--- config.mk ---
export PLATFORM = sky130hd
export DESIGN_NAME = seg_scan_capture
export DESIGN_NICKNAME = d
export VERILOG_FILES = /design/src/rtl/seg_scan_capture.sv
export SDC_FILE = /design/constraint.sdc
export NUM_CORES = 1
export LEC_CHECK = 0
export ABC_AREA = 1
export CAP_MARGIN = 30
export CELL_PAD_IN_SITES_DETAIL_PLACEMENT = 2
export CELL_PAD_IN_SITES_GLOBAL_PLACEMENT = 2
export CORE_ASPECT_RATIO = 2
export CORE_MARGIN = 5
export CORE_UTILIZATION = 32
export CTS_BUF_LIST = sky130_fd_sc_hd__clkbuf_16
export DETAILED_ROUTE_END_ITERATION = 8
export PLACE_DENSITY = 0.82
export SLEW_MARGIN = 20
export SYNTH_ARGS = -nofsm -noshare
export SYNTH_HDL_FRONTEND = slang
export SYNTH_SLANG_ARGS = --single-unit
--- constraint.sdc ---
create_clock -name Clk100M -period 2.3 [get_ports Clk100M]
set_input_delay 0.575 -clock Clk100M [delete_from_list [all_inputs] [get_ports Clk100M]]
set_output_delay 0.575 -clock Clk100M [all_outputs]
set_load 0.01 [all_outputs]
--- src/rtl/seg_scan_capture.sv ---
// Receiver for a multiplexed seven-segment bus: synchronises seg/an, waits for each
// digit's dwell to settle, and rebuilds the four displayed digits with frame and stale flags.
module seg_scan_capture #(
  parameter int STABLE_CYCLES = 1000,
  parameter int FRAME_TIMEOUT = 1048576
) (
  input  logic        Clk100M,
  input  logic        reset,
  input  logic [7:0]  segIn,
  input  logic [3:0]  anIn,
  output logic [31:0] digitSeg,
  output logic [15:0] digitVal,
  output logic [3:0]  known,
  output logic        frameDone,
  output logic        stale
);

  localparam logic [15:0] CNT_MAX  = 16'(STABLE_CYCLES - 1);
  localparam logic [24:0] IDLE_LIM = 25'(FRAME_TIMEOUT);

  // {an, seg} travel together through the synchroniser and compare register
  logic [11:0] sync1_q, sync1_d;
  logic [11:0] sync2_q, sync2_d;
  logic [11:0] prev_q, prev_d;
  logic [15:0] stable_cnt_q, stable_cnt_d;
  logic        captured_q, captured_d;
  logic [3:0]  seen_q, seen_d;
  logic [23:0] idle_q, idle_d;
  logic [31:0] digit_seg_q, digit_seg_d;
  logic [15:0] digit_val_q, digit_val_d;
  logic [3:0]  known_q, known_d;
  logic        frame_done_q, frame_done_d;
  logic        stale_q, stale_d;

  logic        sample_valid;
  logic        cnt_clear;
  logic        cap_fire;
  logic [1:0]  cap_idx;
  logic [4:0]  cap_dec;
  logic [3:0]  seen_tmp;

  function automatic logic [4:0] decode_seg(input logic [6:0] s);
    logic [4:0] r;
    case (s)
      7'h40:   r = {1'b1, 4'h0};
      7'h79:   r = {1'b1, 4'h1};
      7'h24:   r = {1'b1, 4'h2};
      7'h30:   r = {1'b1, 4'h3};
      7'h19:   r = {1'b1, 4'h4};
      7'h12:   r = {1'b1, 4'h5};
      7'h02:   r = {1'b1, 4'h6};
      7'h78:   r = {1'b1, 4'h7};
      7'h00:   r = {1'b1, 4'h8};
      7'h10:   r = {1'b1, 4'h9};
      7'h08:   r = {1'b1, 4'hA};
      7'h03:   r = {1'b1, 4'hB};
      7'h46:   r = {1'b1, 4'hC};
      7'h21:   r = {1'b1, 4'hD};
      7'h06:   r = {1'b1, 4'hE};
      7'h0E:   r = {1'b1, 4'hF};
      default: r = 5'b0_0000;
    endcase
    return r;
  endfunction

  always_comb begin
    sync1_d      = {anIn, segIn};
    sync2_d      = sync1_q;
    prev_d       = sync2_q;
    stable_cnt_d = stable_cnt_q;
    captured_d   = captured_q;
    seen_d       = seen_q;
    idle_d       = idle_q;
    digit_seg_d  = digit_seg_q;
    digit_val_d  = digit_val_q;
    known_d      = known_q;
    frame_done_d = 1'b0;
    sample_valid = 1'b0;
    cap_idx      = 2'd0;
    seen_tmp     = seen_q;

    case (sync2_q[11:8])
      4'b1110, 4'b1101, 4'b1011, 4'b0111: sample_valid = 1'b1;
      default:                            sample_valid = 1'b0;
    endcase

    // The captured digit comes from prev, which holds the value that was counted stable
    case (prev_q[11:8])
      4'b1101: cap_idx = 2'd1;
      4'b1011: cap_idx = 2'd2;
      4'b0111: cap_idx = 2'd3;
      default: cap_idx = 2'd0;
    endcase
    cap_dec = decode_seg(prev_q[6:0]);

    cnt_clear = !sample_valid || (sync2_q != prev_q);
    cap_fire  = (stable_cnt_q == CNT_MAX) && !captured_q;

    if (cap_fire) begin
      captured_d = 1'b1;
      digit_seg_d[{cap_idx, 3'b000} +: 8] = prev_q[7:0];
      digit_val_d[{cap_idx, 2'b00} +: 4]  = cap_dec[3:0];
      known_d[cap_idx] = cap_dec[4];
      seen_tmp = seen_q | (4'b0001 << cap_idx);
      if (seen_tmp == 4'hF) begin
        frame_done_d = 1'b1;
        seen_d       = 4'h0;
      end else begin
        seen_d = seen_tmp;
      end
    end

    if (cnt_clear) begin
      stable_cnt_d = 16'd0;
      captured_d   = 1'b0;
    end else if (stable_cnt_q != CNT_MAX) begin
      stable_cnt_d = stable_cnt_q + 16'd1;
    end

    if (cap_fire) begin
      idle_d = 24'd0;
    end else if (idle_q != 24'hFF_FFFF) begin
      idle_d = idle_q + 24'd1;
    end
    // 25-bit compare so the largest legal timeout (2^24) never asserts
    stale_d = ({1'b0, idle_d} >= IDLE_LIM);
  end

  always_ff @(posedge Clk100M) begin
    if (!reset) begin
      sync1_q      <= 12'hFFF;
      sync2_q      <= 12'hFFF;
      prev_q       <= 12'hFFF;
      stable_cnt_q <= 16'd0;
      captured_q   <= 1'b0;
      seen_q       <= 4'h0;
      idle_q       <= 24'd0;
      digit_seg_q  <= 32'hFFFF_FFFF;
      digit_val_q  <= 16'h0000;
      known_q      <= 4'h0;
      frame_done_q <= 1'b0;
      stale_q      <= 1'b0;
    end else begin
      sync1_q      <= sync1_d;
      sync2_q      <= sync2_d;
      prev_q       <= prev_d;
      stable_cnt_q <= stable_cnt_d;
      captured_q   <= captured_d;
      seen_q       <= seen_d;
      idle_q       <= idle_d;
      digit_seg_q  <= digit_seg_d;
      digit_val_q  <= digit_val_d;
      known_q      <= known_d;
      frame_done_q <= frame_done_d;
      stale_q      <= stale_d;
    end
  end

  assign digitSeg  = digit_seg_q;
  assign digitVal  = digit_val_q;
  assign known     = known_q;
  assign frameDone = frame_done_q;
  assign stale     = stale_q;

endmodule

==> impl_results.md, run 1 <==
- Status: finished clean
- Maximum clock insertion buffer count: 2
- DRT iter0 DRCs: 149
- Setup crit end: digitVal[10]$_SDFFE_PN0P_
- Crit-path cells: ha_1 > inv_1 > nor3_1 > nand4_1 > nor2_1 > nand3_1 > inv_2 > nand2_1 > a21oi_1
- Dpl cells: 1158
- Routed len/inst: 18.80 um
- Post-DRT Antenna Nets: 0
- Width of the die: 107.5 um
- Worst min path class: reg -> reg
- Worst-Skew Late Latency: 0.43 ns
- Crit Reg-Reg Startpoint: stable_cnt_q[0]$_SDFFE_PP0P_
- Fill count: 2204
- Static Leak: 0.003236 uW
- Initial Utilization: 32.45%
- Vias: 5821
- R2R setup slack: 0.18 ns
- Synthesized cell area: 0.006083 sq mm
- VDD IR max: 0.4572 mV
- Levels on crit path: 9
- CP Buf/Inv Count: 2
- CP Launch Type: flop
- PortBufs: 67
- PwrDens: 674.9 mW/mm^2
- Hold slack: 0.4130 ns
- Async set-reset flop share out of synthesis: 0%
- Post-Syn Instances: 841
- F_max: 471.1 MHz
- Final max-slew violation count: 0
- Ant. Diodes: 0
- Syn_area_per_cell: 7.233 sq um
- # Max-Cap Violations: 0
- Initial antenna violation count: 0
- Synth cell types: 40
- Slowest-stage cell, CP: dfxtp_1
- Share of layout cells above drive strength 1: 11.02%
- Syn_nets: 864
- Final core utilization: 40.68%
- Crit end category: flop
- DP HPWL: 16650 um
- Layout Nets: 945
- Total wire length: 22380 um
- Site Rows: 71
- Num CTS Buffers: 17
- DIE AREA: 0.02204 sq mm
- Post-CTS Setup Bufs: 0
- Hold Vio Cnt, Final: 0
- Placement Cell Area: 0.007067 sq mm
- Sequential area share after synthesis: 44.43%
- RePlAce Congestion: 0.8327
- WP data arrival: 2.47 ns
- Kind of cell adding the most delay to the critical path: simple AND/OR/NAND/NOR gates
- I/O pins: 68
- Fin crit share: 92.30%
- H-tree depth: 4
- R2r worst-path depth: 9
- Tmin final: 2.123 ns
- Final setup skew: 0.009295 ns
- Critical Path Fanout Max: 11
- Drt first pass iters: 4
- First-pass GRT wire length: 35680 um
- Gr usage total: 21.26%
- Slowest cell delay on critical path: 0.39 ns
- Worst setup path class: reg -> reg
- DRC: 0
- Vias per cell: 4.892
- Area Growth Syn to Fin: 25.34%
- Area of the core: 0.01874 sq mm
- Design Area, Final: 0.007625 sq mm
- Vias in the first global route: 6683
- Synth Flop Type: dfxtp_1
- Synth Register Bits: 135
- CTS sink cnt: 135
- EDFF count, synth: 0
- Slew headroom: 58.51%
- Critical Path Start: stable_cnt_q[0]$_SDFFE_PP0P_
- Clk slew on worst S/H paths: 0.06 ns
- CTS tree: yes
- Non-Filler Instances: 1190
- Die span in y: 205.0 um
- Worst R2R End: digitVal[10]$_SDFFE_PN0P_
- GRT Residual Overflow: 0
- Largest net degree at the start of global routing: 55
- # setup viols final: 0
- Clk root buf: clkbuf_16
- Worst Path Required: 2.65 ns
- Worst slew pin tran: 0.6209 ns
- Yosys synthesis warning count: 0
-- report_power, final --
part | internal, uW | switching (uW)
combinational | 80.1 | 150
clock | 1450 | 1080
sequential | 2370 | 21.9
-- metal layers --
| layer | up-vias | GRT usage, % | share of wire (%) |
|---|---|---|---|
| met5 | - | 0 | 0 |
| met2 | 80 | 44.17 | 60 |
| met1 | 2868 | 19.17 | 35 |
| met4 | 0 | 8.939 | 3.4 |
| met3 | 44 | 3.595 | 2.1 |
| li1 | 2829 | - | - |
-- synthesized netlist by cell type, types with 2 or more instances --
cell type | n | area [sq um]
o21ai_1 | 6 | 30.03
o21a_1 | 4 | 30.03
inv_1 | 84 | 315.3
nand2_4 | 2 | 22.52
a31oi_1 | 3 | 18.77
clkbuf_1 | 10 | 37.54
buf_6 | 3 | 33.78
a211oi_1 | 4 | 30.03
buf_2 | 4 | 20.02
nor2_2 | 4 | 25.02
o211ai_1 | 16 | 120.1
nand3_4 | 2 | 35.03
nor3b_1 | 3 | 22.52
nor3_1 | 23 | 115.1
nand4_2 | 3 | 37.54
ha_1 | 9 | 112.6
xor2_1 | 4 | 35.03
nor2_4 | 3 | 33.78
nor2_1 | 133 | 499.2
xnor2_1 | 11 | 96.34
a21oi_1 | 35 | 175.2
nand3_1 | 52 | 260.3
nand4_1 | 7 | 43.79
or2_2 | 31 | 193.9
nand3b_1 | 3 | 22.52
o21ai_0 | 10 | 50.05
nand2_2 | 2 | 12.51
nand2_1 | 214 | 803.3
buf_4 | 2 | 15.01
dfxtp_1 | 135 | 2703
o22ai_1 | 4 | 25.02
inv_2 | 7 | 26.28
-- cells in the final DEF (no fill, tap or decap), types with 16 or more instances in the layout --
cell,Yosys,routed
nand3_1,52,52
a21oi_1,35,34
or2_2,31,31
inv_1,84,86
dfxtp_1,135,135
nor3_1,23,22
o211ai_1,16,16
clkdlybuf4s50_1,0,66
nand2_1,214,213
nor2_1,133,133
clkbuf_16,0,17
-- worst min path at each step --
stage / from / slack, ns / cells after the start / endpoint
floorplan: sync1_q[0]$_SDFF_PN1_ / 0.39 / 1 / prev_d[0]$_SDFF_PN1_
global placement: sync1_q[5]$_SDFF_PN1_ / 0.40 / 1 / prev_d[5]$_SDFF_PN1_
detailed placement: sync1_q[6]$_SDFF_PN1_ / 0.40 / 1 / prev_d[6]$_SDFF_PN1_
CTS: sync1_q[6]$_SDFF_PN1_ / 0.42 / 1 / prev_d[6]$_SDFF_PN1_
global route: sync1_q[7]$_SDFF_PN1_ / 0.43 / 1 / prev_d[7]$_SDFF_PN1_
finish: sync1_q[7]$_SDFF_PN1_ / 0.41 / 1 / prev_d[7]$_SDFF_PN1_
-- registers in the layout (all words and copies together) (netlist names), 12 cells and up --
| signal | cells |
|---|---|
| digitSeg | 32 |
| digitVal | 16 |
| idle_q | 24 |
| prev_d | 12 |
| prev_q | 12 |
| stable_cnt_q | 16 |
| sync1_q | 12 |
-- cells by family (layout without fill, tap and decap cells) --
kind of cell	count (synthesis)	in the layout	share of synthesized area, %
and+or+nand+nor	486	486	35.85
DFF	135	135	44.43
buffers and inverters	111	205	7.425
AOI/OAI and AO/OA	85	85	8.289
xor gates and xnor gates	15	15	2.160
adders and majority gates	9	9	1.851
-- through the flow --
stage | worst slack [ns] | TNS, ns | power [uW]
6_report | 0.1771 | 0 | 5146
4_1_cts | 0.03367 | 0 | 5194
3_5_place_dp | 0.1706 | 0 | 2666
5_1_grt | -0.03719 | -0.03719 | 5309
3_3_place_gp | 0.2783 | 0 | 2654
2_1_floorplan | 0.2385 | 0 | 2569
-- final cells by class --
| type | instances | area (sq um) | area share, % |
|---|---|---|---|
| well taps | 255 | 319.1 | 4.184 |
| clock inverters | 15 | 100.1 | 1.313 |
| flip-flops and latches | 135 | 2703 | 35.44 |
| multi-input cells | 595 | 2962 | 38.84 |
| repair buffers | 81 | 770.7 | 10.11 |
| inverters | 92 | 345.3 | 4.529 |
| clock buffers | 17 | 425.4 | 5.579 |
-- timing repair --
item / CTS / global route
hold buffers: 0 / 0
gates resized for setup: 0 / 9
endpoints found under the setup margin: 0 / 13
(Power assumes the default switching activity.)
==> run 2, diff against run 1 <==
CORE_ASPECT_RATIO = 0.6   (was 2)
clock period = 2.35 ns   (was 2.3 ns; I/O delays follow)
==> impl_results.md, run 2 (same netlist as run 1, synthesis figures left out) <==
- Share of layout cells above drive strength 1: 11.04% (+0.024 points)
- Vias per cell: 4.848 (-0.89%)
- CTS tree: yes
- Clk slew on worst S/H paths: 0.06 ns (about the same)
- R2r worst-path depth: 7 (-2)
- First-pass GRT wire length: 33860 um (-5.1%)
- Routed len/inst: 17.76 um (-5.5%)
- I/O pins: 68 (unchanged)
- Initial Utilization: 32.30% (-0.16 points)
- Site Rows: 39 (-45%)
- Clk root buf: clkbuf_16
- Status: finished clean
- Final max-slew violation count: 0 (unchanged)
- Non-Filler Instances: 1179 (-0.92%)
- Ant. Diodes: 0 (unchanged)
- Tmin final: 2.170 ns (+0.04720 ns)
- Total wire length: 20940 um (-6.4%)
- Gr usage total: 19.70% (-1.6 points)
- Worst slew pin tran: 0.6792 ns (+0.05830 ns)
- Worst min path class: reg -> reg
- Setup TNS: 0 ns (unchanged)
- Post-CTS Setup Bufs: 0 (unchanged)
- CTS sink cnt: 135 (unchanged)
- DRT iter0 DRCs: 250 (+68%)
- DIE AREA: 0.02196 sq mm (-0.35%)
- Worst-Skew Late Latency: 0.43 ns (about the same)
- DP HPWL: 15490 um (-7.0%)
- Area of the core: 0.01884 sq mm (+0.49%)
- Layout Nets: 944 (-0.11%)
- Hold Vio Cnt, Final: 0 (unchanged)
- RePlAce Congestion: 0.8236 (-1.1%)
- Vias: 5716 (-1.8%)
- Commonest non-fill, non-tap cell in the layout: nand2_1
- H-tree depth: 4 (unchanged)
- Area Growth Syn to Fin: 26.41%
- GRT Residual Overflow: 0 (unchanged)
- WP data arrival: 2.53 ns (+0.06 ns)
- CTS Hold Bufs: 0 (unchanged)
- Met3 Routed Length: 599 um (+29%)
- Worst setup path class: reg -> reg
- Largest register FFs: 32 (unchanged)
- Die span in y: 116.8 um (-43%)
- Hold path cells: 1 (unchanged)
- Drt first pass iters: 4 (unchanged)
- F_max: 460.8 MHz (-2.2%)
- Crit end category: flop
- RSZ-0062 raised after global routing: no
- Largest net degree at the start of global routing: 55 (unchanged)
- Maximum clock insertion buffer count: 2 (unchanged)
- Critical Path Fanout Max: 5 (-6)
- Post-DRT Antenna Nets: 0 (unchanged)
- Worst Path Required: 2.71 ns (+0.06 ns)
- WL met2: 8985 um (-33%)
- VDD IR max: 0.4835 mV (+5.7%)
- PwrDens: 712.5 mW/mm^2 (+5.6%)
- # Max-Cap Violations: 0 (unchanged)
- Fill count: 2196 (-0.36%)
- Fin crit share: 92.34% (about the same)
- Top Metal Used: met4
- CP Launch Type: flop
- Width of the die: 188 um (+75%)
- Initial antenna violation count: 0 (unchanged)
- Vias in the first global route: 6059 (-9.3%)
- Static Leak: 0.003272 uW (+1.1%)
- Commonest cells after routing, fill and taps aside: 214 x nand2_1, 135 x dfxtp_1, 133 x nor2_1
- PortBufs: 67 (unchanged)
- # setup viols final: 0 (unchanged)
- Hold slack: 0.4125 ns (-0.0004790 ns)
- Final setup skew: 0.01371 ns (+0.004413 ns)
- Num CTS Buffers: 17 (unchanged)
- DRC: 0 (unchanged)
- Met1 WL: 11180 um (+44%)
- Slew headroom: 54.37% (-4.1 points)
- Dpl cells: 1148 (-0.86%)
==> run 2: final timing paths <==
path	startpoint	end	slack, ns
worst max register to register	stable_cnt_q[0]$_SDFFE_PP0P_	digitVal[1]$_SDFFE_PN0P_	0.18
worst min register to register	sync1_q[4]$_SDFF_PN1_	prev_d[4]$_SDFF_PN1_	0.41
worst min-delay path	sync1_q[4]$_SDFF_PN1_	prev_d[4]$_SDFF_PN1_	0.41
worst max-delay path	stable_cnt_q[0]$_SDFFE_PP0P_	digitVal[1]$_SDFFE_PN0P_	0.18
==> run 2: power by group <==
| part | total (uW) | switching (uW) | internal, uW |
|---|---|---|---|
| clock network | 2930 | 1060 | 1870 |
| registers | 2340 | 21.9 | 2320 |
| logic | 212 | 137 | 74.9 |
==> run 2: repair_timing <==
action / 4_1_cts / 5_1_grt
hold endpoints to repair: 0 / 0
resized for setup: 1 / 2
setup endpoints to repair: 2 / 24
==> run 2: area by class of cell <==
type | instances | area (sq um) | share of cell area, %
timing repair buffer | 80 | 763.2 | 9.925
multi-input combinational | 595 | 2937 | 38.19
clock buffer | 17 | 425.4 | 5.532
tap | 246 | 307.8 | 4.003
clock inverter | 14 | 209.0 | 2.717
inverter | 92 | 345.3 | 4.491
sequential | 135 | 2703 | 35.14
==> run 2: worst max-delay path, cell delays in order, from the launching register on <==
cell     delay, ns
dfxtp_1       0.39
ha_1          0.28
inv_1         0.09
nor3_1        0.13
nand4_1       0.26
nor3_1        0.61
nand3_1       0.16
a21oi_1       0.17
==> run 2: per-layer routing <==
layer  track usage [%]  up-vias
met4             3.812        0
met3             4.475       15
met1             28.54     2781
met5                 0        -
met2             30.45       73
li1                  -     2847
==> run 2: through the flow <==
| step | util, % | worst slack [ns] | total power, uW | area, sq um |
|---|---|---|---|---|
| 5_1_grt | 40.83 | 0.001267 | 5695 | 7690 |
| 4_1_cts | 40.79 | 0.05583 | 5558 | 7682 |
| 2_1_floorplan | - | 0.2885 | 2514 | 6083 |
| 6_report | 40.83 | 0.1799 | 5479 | 7690 |
| 3_3_place_gp | 37.42 | 0.2412 | 2588 | 7048 |
| 3_5_place_dp | 37.42 | 0.1070 | 2598 | 7048 |
